File: src/rtl/pipe_ctrl_if.sv
// Handshake bundle between the hazard/memory side and the pipeline controller.
// The controller uses the slave modport. The source of stalls and the consumer of enables use master.
interface pipe_ctrl_if #(
  parameter int CNT_W = 16
);
  logic             stallFD;
  logic             branch_taken_D;
  logic             halt_D;
  logic             imem_stall;
  logic             dmem_stall;
  logic             pc_en;
  logic             pc_redirect;
  logic             use_saved_tgt;
  logic             save_tgt;
  logic             ifid_en;
  logic             ifid_flush;
  logic             idex_en;
  logic             idex_flush;
  logic             exmem_en;
  logic             memwb_en;
  logic             memwb_flush;
  logic             halted;
  logic [CNT_W-1:0] stall_cnt;

  modport master (
    output stallFD, branch_taken_D, halt_D, imem_stall, dmem_stall,
    input  pc_en, pc_redirect, use_saved_tgt, save_tgt, ifid_en, ifid_flush,
           idex_en, idex_flush, exmem_en, memwb_en, memwb_flush, halted, stall_cnt
  );

  modport slave (
    input  stallFD, branch_taken_D, halt_D, imem_stall, dmem_stall,
    output pc_en, pc_redirect, use_saved_tgt, save_tgt, ifid_en, ifid_flush,
           idex_en, idex_flush, exmem_en, memwb_en, memwb_flush, halted, stall_cnt
  );
endinterface

File: src/rtl/pipe_ctrl.sv
// Five-stage pipeline register enable/flush controller.
// It handles the pending branch redirect, the HLT drain sequencer and the saturating stall-cycle counter.
module pipe_ctrl #(
  parameter int CNT_W        = 16,
  parameter int DRAIN_CYCLES = 3
) (
  input  logic          clk,
  input  logic          rst,
  pipe_ctrl_if.slave    bus
);

  localparam int DW = $clog2(DRAIN_CYCLES + 1);

  typedef enum logic [1:0] {
    ST_RUN    = 2'd0,
    ST_DRAIN  = 2'd1,
    ST_HALTED = 2'd2
  } state_t;

  state_t           state_q, state_d;
  logic             pend_q, pend_d;
  logic [DW-1:0]    drain_q, drain_d;
  logic [CNT_W-1:0] stall_cnt_q, stall_cnt_d;
  logic             halted_q, halted_d;

  logic pc_en_s, pc_redirect_s, use_saved_s, save_tgt_s;
  logic ifid_en_s, ifid_flush_s, idex_en_s, idex_flush_s;
  logic exmem_en_s, memwb_en_s, memwb_flush_s;

  always_comb begin
    pc_en_s       = 1'b1;
    pc_redirect_s = 1'b0;
    use_saved_s   = 1'b0;
    save_tgt_s    = 1'b0;
    ifid_en_s     = 1'b1;
    ifid_flush_s  = 1'b0;
    idex_en_s     = 1'b1;
    idex_flush_s  = 1'b0;
    exmem_en_s    = 1'b1;
    memwb_en_s    = 1'b1;
    memwb_flush_s = 1'b0;
    state_d       = state_q;
    pend_d        = pend_q;
    drain_d       = drain_q;
    halted_d      = halted_q;

    case (state_q)
      ST_RUN: begin
        if (bus.dmem_stall) begin
          // Everything upstream of WB freezes; a bubble enters WB.
          pc_en_s       = 1'b0;
          ifid_en_s     = 1'b0;
          idex_en_s     = 1'b0;
          exmem_en_s    = 1'b0;
          memwb_flush_s = 1'b1;
        end else if (bus.stallFD) begin
          pc_en_s      = 1'b0;
          ifid_en_s    = 1'b0;
          idex_flush_s = 1'b1;
        end else if (bus.halt_D) begin
          pc_en_s      = 1'b0;
          ifid_flush_s = 1'b1;
          pend_d       = 1'b0;
          drain_d      = DW'(1);
          if (DRAIN_CYCLES <= 1) begin
            state_d  = ST_HALTED;
            halted_d = 1'b1;
          end else begin
            state_d  = ST_DRAIN;
          end
        end else if (bus.branch_taken_D) begin
          ifid_flush_s = 1'b1;
          if (!bus.imem_stall) begin
            pc_redirect_s = 1'b1;
            pend_d        = 1'b0;
          end else begin
            // The target is latched now and applied once the fetch completes.
            pc_en_s    = 1'b0;
            save_tgt_s = 1'b1;
            pend_d     = 1'b1;
          end
        end else if (pend_q) begin
          ifid_flush_s = 1'b1;
          if (!bus.imem_stall) begin
            pc_redirect_s = 1'b1;
            use_saved_s   = 1'b1;
            pend_d        = 1'b0;
          end else begin
            pc_en_s = 1'b0;
          end
        end else if (bus.imem_stall) begin
          pc_en_s      = 1'b0;
          ifid_flush_s = 1'b1;
        end else begin
          pc_en_s = 1'b1;
        end
      end
      ST_DRAIN: begin
        pc_en_s = 1'b0;
        pend_d  = 1'b0;
        if (bus.dmem_stall) begin
          ifid_en_s     = 1'b0;
          idex_en_s     = 1'b0;
          exmem_en_s    = 1'b0;
          memwb_flush_s = 1'b1;
        end else begin
          ifid_flush_s = 1'b1;
          drain_d      = drain_q + DW'(1);
          if (int'(drain_q) + 1 >= DRAIN_CYCLES) begin
            state_d  = ST_HALTED;
            halted_d = 1'b1;
          end else begin
            state_d  = ST_DRAIN;
          end
        end
      end
      ST_HALTED: begin
        pc_en_s    = 1'b0;
        ifid_en_s  = 1'b0;
        idex_en_s  = 1'b0;
        exmem_en_s = 1'b0;
        memwb_en_s = 1'b0;
        halted_d   = 1'b1;
      end
      default: begin
        state_d  = ST_RUN;
        pend_d   = 1'b0;
        drain_d  = {DW{1'b0}};
        halted_d = 1'b0;
      end
    endcase

    if (state_q != ST_HALTED && !pc_en_s && stall_cnt_q != {CNT_W{1'b1}}) begin
      stall_cnt_d = stall_cnt_q + CNT_W'(1);
    end else begin
      stall_cnt_d = stall_cnt_q;
    end
  end

  // Controller state, drain progress, redirect flag and stall counter.
  always_ff @(posedge clk or posedge rst) begin
    if (rst) begin
      state_q     <= ST_RUN;
      pend_q      <= 1'b0;
      drain_q     <= {DW{1'b0}};
      stall_cnt_q <= {CNT_W{1'b0}};
      halted_q    <= 1'b0;
    end else begin
      state_q     <= state_d;
      pend_q      <= pend_d;
      drain_q     <= drain_d;
      stall_cnt_q <= stall_cnt_d;
      halted_q    <= halted_d;
    end
  end

  assign bus.pc_en         = pc_en_s;
  assign bus.pc_redirect   = pc_redirect_s;
  assign bus.use_saved_tgt = use_saved_s;
  assign bus.save_tgt      = save_tgt_s;
  assign bus.ifid_en       = ifid_en_s;
  assign bus.ifid_flush    = ifid_flush_s;
  assign bus.idex_en       = idex_en_s;
  assign bus.idex_flush    = idex_flush_s;
  assign bus.exmem_en      = exmem_en_s;
  assign bus.memwb_en      = memwb_en_s;
  assign bus.memwb_flush   = memwb_flush_s;
  assign bus.halted        = halted_q;
  assign bus.stall_cnt     = stall_cnt_q;

endmodule

File: src/flat_wrapper.sv
// flat-port wrapper written by rule: the top's interface ports become plain ports
module pipe_ctrl_flat 
#(
  parameter int CNT_W        = 16,
  parameter int DRAIN_CYCLES = 3
)
  (clk, rst, bus_stallFD, bus_branch_taken_D, bus_halt_D, bus_imem_stall, bus_dmem_stall, bus_pc_en, bus_pc_redirect, bus_use_saved_tgt, bus_save_tgt, bus_ifid_en, bus_ifid_flush, bus_idex_en, bus_idex_flush, bus_exmem_en, bus_memwb_en, bus_memwb_flush, bus_halted, bus_stall_cnt);
  pipe_ctrl_if #(.CNT_W(CNT_W)) bus_i ();
  input  logic clk;
  input  logic rst;
  input wire logic [$bits(bus_i.stallFD)-1:0] bus_stallFD;
  input wire logic [$bits(bus_i.branch_taken_D)-1:0] bus_branch_taken_D;
  input wire logic [$bits(bus_i.halt_D)-1:0] bus_halt_D;
  input wire logic [$bits(bus_i.imem_stall)-1:0] bus_imem_stall;
  input wire logic [$bits(bus_i.dmem_stall)-1:0] bus_dmem_stall;
  output wire logic [$bits(bus_i.pc_en)-1:0] bus_pc_en;
  output wire logic [$bits(bus_i.pc_redirect)-1:0] bus_pc_redirect;
  output wire logic [$bits(bus_i.use_saved_tgt)-1:0] bus_use_saved_tgt;
  output wire logic [$bits(bus_i.save_tgt)-1:0] bus_save_tgt;
  output wire logic [$bits(bus_i.ifid_en)-1:0] bus_ifid_en;
  output wire logic [$bits(bus_i.ifid_flush)-1:0] bus_ifid_flush;
  output wire logic [$bits(bus_i.idex_en)-1:0] bus_idex_en;
  output wire logic [$bits(bus_i.idex_flush)-1:0] bus_idex_flush;
  output wire logic [$bits(bus_i.exmem_en)-1:0] bus_exmem_en;
  output wire logic [$bits(bus_i.memwb_en)-1:0] bus_memwb_en;
  output wire logic [$bits(bus_i.memwb_flush)-1:0] bus_memwb_flush;
  output wire logic [$bits(bus_i.halted)-1:0] bus_halted;
  output wire logic [$bits(bus_i.stall_cnt)-1:0] bus_stall_cnt;
  assign bus_i.stallFD = bus_stallFD;
  assign bus_i.branch_taken_D = bus_branch_taken_D;
  assign bus_i.halt_D = bus_halt_D;
  assign bus_i.imem_stall = bus_imem_stall;
  assign bus_i.dmem_stall = bus_dmem_stall;
  assign bus_pc_en = bus_i.pc_en;
  assign bus_pc_redirect = bus_i.pc_redirect;
  assign bus_use_saved_tgt = bus_i.use_saved_tgt;
  assign bus_save_tgt = bus_i.save_tgt;
  assign bus_ifid_en = bus_i.ifid_en;
  assign bus_ifid_flush = bus_i.ifid_flush;
  assign bus_idex_en = bus_i.idex_en;
  assign bus_idex_flush = bus_i.idex_flush;
  assign bus_exmem_en = bus_i.exmem_en;
  assign bus_memwb_en = bus_i.memwb_en;
  assign bus_memwb_flush = bus_i.memwb_flush;
  assign bus_halted = bus_i.halted;
  assign bus_stall_cnt = bus_i.stall_cnt;
  pipe_ctrl #(.CNT_W(CNT_W), .DRAIN_CYCLES(DRAIN_CYCLES)) u_core (.clk(clk), .rst(rst), .bus(bus_i));
endmodule
File: config.mk
export PLATFORM = sky130hd
export DESIGN_NAME = pipe_ctrl_flat
export DESIGN_NICKNAME = d
export VERILOG_FILES = /design/src/rtl/pipe_ctrl_if.sv /design/src/rtl/pipe_ctrl.sv /design/src/flat_wrapper.sv
export SDC_FILE = /design/constraint.sdc
export NUM_CORES = 1
export LEC_CHECK = 0
export ABC_CLOCK_PERIOD_IN_PS = 5520
export CORE_MARGIN = 5
export CORE_UTILIZATION = 30
export DETAILED_ROUTE_END_ITERATION = 6
export MAX_ROUTING_LAYER = met4
export PLACE_DENSITY = 0.51
export SLEW_MARGIN = 20
export SYNTH_ARGS = -nofsm -noshare
export SYNTH_HDL_FRONTEND = slang
export SYNTH_SLANG_ARGS = --single-unit
File: constraint.sdc
create_clock -name clk -period 5.52 [get_ports clk]
set_input_delay 0.828 -clock clk [delete_from_list [all_inputs] [get_ports clk]]
set_output_delay 0.828 -clock clk [all_outputs]
set_load 0.05 [all_outputs]
==> impl_metrics.json <==
{
  "p_leak_nw": 0.739,
  "clk_pin_slew_ns": 0.08,
  "hpwl_um": 2160,
  "diodes": 0,
  "netlist_area_mm2": 0.00128,
  "start_util": 0.315,
  "ys_types": 36,
  "crit_fanout": 11,
  "finish.utilization": 0.429,
  "synthCells": 123,
  "slew_viol_final": 0,
  "cap_viol_max_count": 0,
  "io_buffers": 34,
  "finalSetupTns_ns": 0,
  "fp.dieH_um": 75.3,
  "slew-limit-headroom": 0.438,
  "synth_area_leaders": "dfrtp_1 (43%), xnor2_1 (7.5%), ha_1 (6.8%)",
  "grt_pass1_vias": 982,
  "ys.flop_type": "dfrtp_1",
  "rows": 23,
  "route.detailed.drc": 0,
  "die_area_mm2": 0.00567,
  "status": "finished, final reports clean",
  "start_kind": "input port",
  "first_pass_iters": 4,
  "slowest_delay_ns": 0.83,
  "cts_tree": "built",
  "antenna_left": 0,
  "via_count": 1026,
  "rsz0062_at_grt": "no",
  "fin_crit_sh": 0.714,
  "antenna_found_initial": 0,
  "drive_gt1_frac": 0.0823,
  "power.density_mw_per_mm2": 577,
  "ys_ff_latch": 22,
  "cts.sink_count": 22,
  "crit_top_cell": "clkdlybuf4s50_1",
  "grt_first_pass_wirelength_um": 4660,
  "clk_latency_ns": 0.26,
  "place_congestion": 0.783,
  "cts-root-buf": "clkbuf_8",
  "setup.worst_path.class": "in -> out",
  "clockBufferDepth": 2,
  "cp-end-kind": "primary output",
  "dieWidth_um": 75.3,
  "wl_per_cell_um": 13.9,
  "drtIter0Drc": 39,
  "via_per_inst": 4.93,
  "cts_made_buffers": 3,
  "power.switching_w": 0.000473,
  "hold_viol": 0,
  "crit_family": "buffers and inverters",
  "final_common_cell": "clkdlybuf4s50_1",
  "cp_data_required_time_ns": 4.69,
  "avgSynthCellArea_um2": 10.4,
  "core_region_area_mm2": 0.00406,
  "nFillCells": 387,
  "area_delta_synth_final_pct": 35.9,
  "grt-ovfl-total": 0,
  "syn_nets": 137,
  "cts_resized": 0,
  "clockPowerShare": 0.150,
  "grt_max_degree": 23,
  "async_flop_share": 1.00,
  "worst_slew_pin_slew_ns": 0.843,
  "synth.top_cell.area_share": 0.430,
  "min_period_ns": 3.94,
  "cpMaxStageDelayCell": "clkdlybuf4s50_1",
  "cp.arrival_ns": 3.11,
  "fin_skew_ns": 0.00217,
  "timing.critical_path.buf_inv": 2,
  "vdd_drop_max_mv": 0.353,
  "synth_area_leader_cell": "dfrtp_1",
  "seq_power_share": 0.265,
  "ioPinCount": 35,
  "seq_area_frac_synth": 0.430,
  "max_freq_ghz": 0.254,
  "layout_common_cells": "clkdlybuf4s50_1 (34), dfrtp_1 (22), nor2_1 (12)",
  "final_nets": 173,
  "hp-class": "reg -> reg",
  "hold_buffers": 0,
  "worstPathCellList": "clkdlybuf4s50_1, nor4_2, nand2_1, nor3b_1, clkdlybuf4s50_1",
  "htree_levels": 1,
  "p_comb_frac": 0.584,
  "p_total_w": 0.00100,
  "setup_viol": 0,
  "intPower_w": 0.000530,
  "track_usage": 0.109,
  "p_sw_frac": 0.472,
  "postCtsSetupRepairBufs": 0,
  "routed_wl_um": 2900,
  "synth_edf_count": 0,
  "yosysWarnings": 0
}
through the flow:
stage	setup slack (ns)	cells	instance area (µm²)	hold slack, ns
global route	1.41	208	1740	0.544
CTS	1.58	208	1740	0.516
floorplan	2.00	123	1280	0.485
global placement	1.62	204	1670	0.502
finish	1.58	208	1740	0.521
detailed placement	1.61	204	1670	0.502
worst reg2reg max path, stage by stage (launching register included):
cell      delay, ns
dfrtp_1        0.43
inv_1          0.11
ha_1           0.44
nor2_1         0.13
a211oi_4       0.32
nor3b_4        0.42
nand4_1        0.17
xnor2_1        0.15
registers in the layout, summed over array words and instances (netlist names):
name	flops
u_core.bus.halted	1
u_core.bus.stall_cnt	16
u_core.drain_q	2
u_core.pend_q	1
u_core.state_q	2
path summary, 6_finish.rpt:
path | start | end | slack, ns | cells after the start
min | u_core.bus.stall_cnt[15]$_DFFE_PP0P_ | u_core.bus.stall_cnt[15]$_DFFE_PP0P_ | 0.52 | 1
min reg2reg | u_core.bus.stall_cnt[15]$_DFFE_PP0P_ | u_core.bus.stall_cnt[15]$_DFFE_PP0P_ | 0.52 | 1
min in group asynchronous | rst | u_core.pend_q$_DFFE_PP0P_ | 1.03 | 2
max | bus_dmem_stall | bus_use_saved_tgt | 1.58 | 5
max reg2reg | u_core.state_q[0]$_DFFE_PP0P_ | u_core.bus.stall_cnt[15]$_DFFE_PP0P_ | 3.24 | 7
max in group asynchronous | rst | u_core.bus.stall_cnt[11]$_DFFE_PP0P_ | 3.98 | 2
layout make-up:
type | instances | area (µm²) | area share
inverter | 6 | 22.5 | 0.0129
clock buffer | 3 | 41.3 | 0.0237
tap | 50 | 62.6 | 0.0360
sequential | 22 | 551 | 0.317
clock inverter | 1 | 30.0 | 0.0173
multi-input combinational | 92 | 692 | 0.398
timing repair buffer | 34 | 340 | 0.196
per-layer routing:
layer	wire [µm]	track usage	vias up
li1	-	-	499
met1	1350	0.140	490
met2	1300	0.172	33
met3	204	0.0198	4
met4	37	0.0408	0
met5	0	-	-
power by group through the flow:
stage / registers, W / logic (W) / clock network (W)
finish: 0.000266 / 0.000586 / 0.000151
detailed placement: 0.000269 / 0.000591 / 0
global route: 0.000275 / 0.000624 / 0.000162
floorplan: 0.000365 / 0.000325 / 0
CTS: 0.000267 / 0.000592 / 0.000155
global placement: 0.000267 / 0.000584 / 0
cells by family after synthesis:
group,count (synthesis),share of synthesized area
compound gates,15,0.0880
simple gates,52,0.253
mux,3,0.0283
xor+xnor,15,0.103
fa+ha+maj,7,0.0684
flops,22,0.430
buf+inv,9,0.0293
cells in the mapped netlist (all sizes together), types with 3 or more instances:
cell type	number
nor2	12
nand2	9
nand4	7
ha	7
nor2b	3
xnor2	11
dfrtp	22
o21a	3
nand3	7
inv	6
xor2	4
a21oi	4
Note: power is estimated with default switching activity, not from simulation.
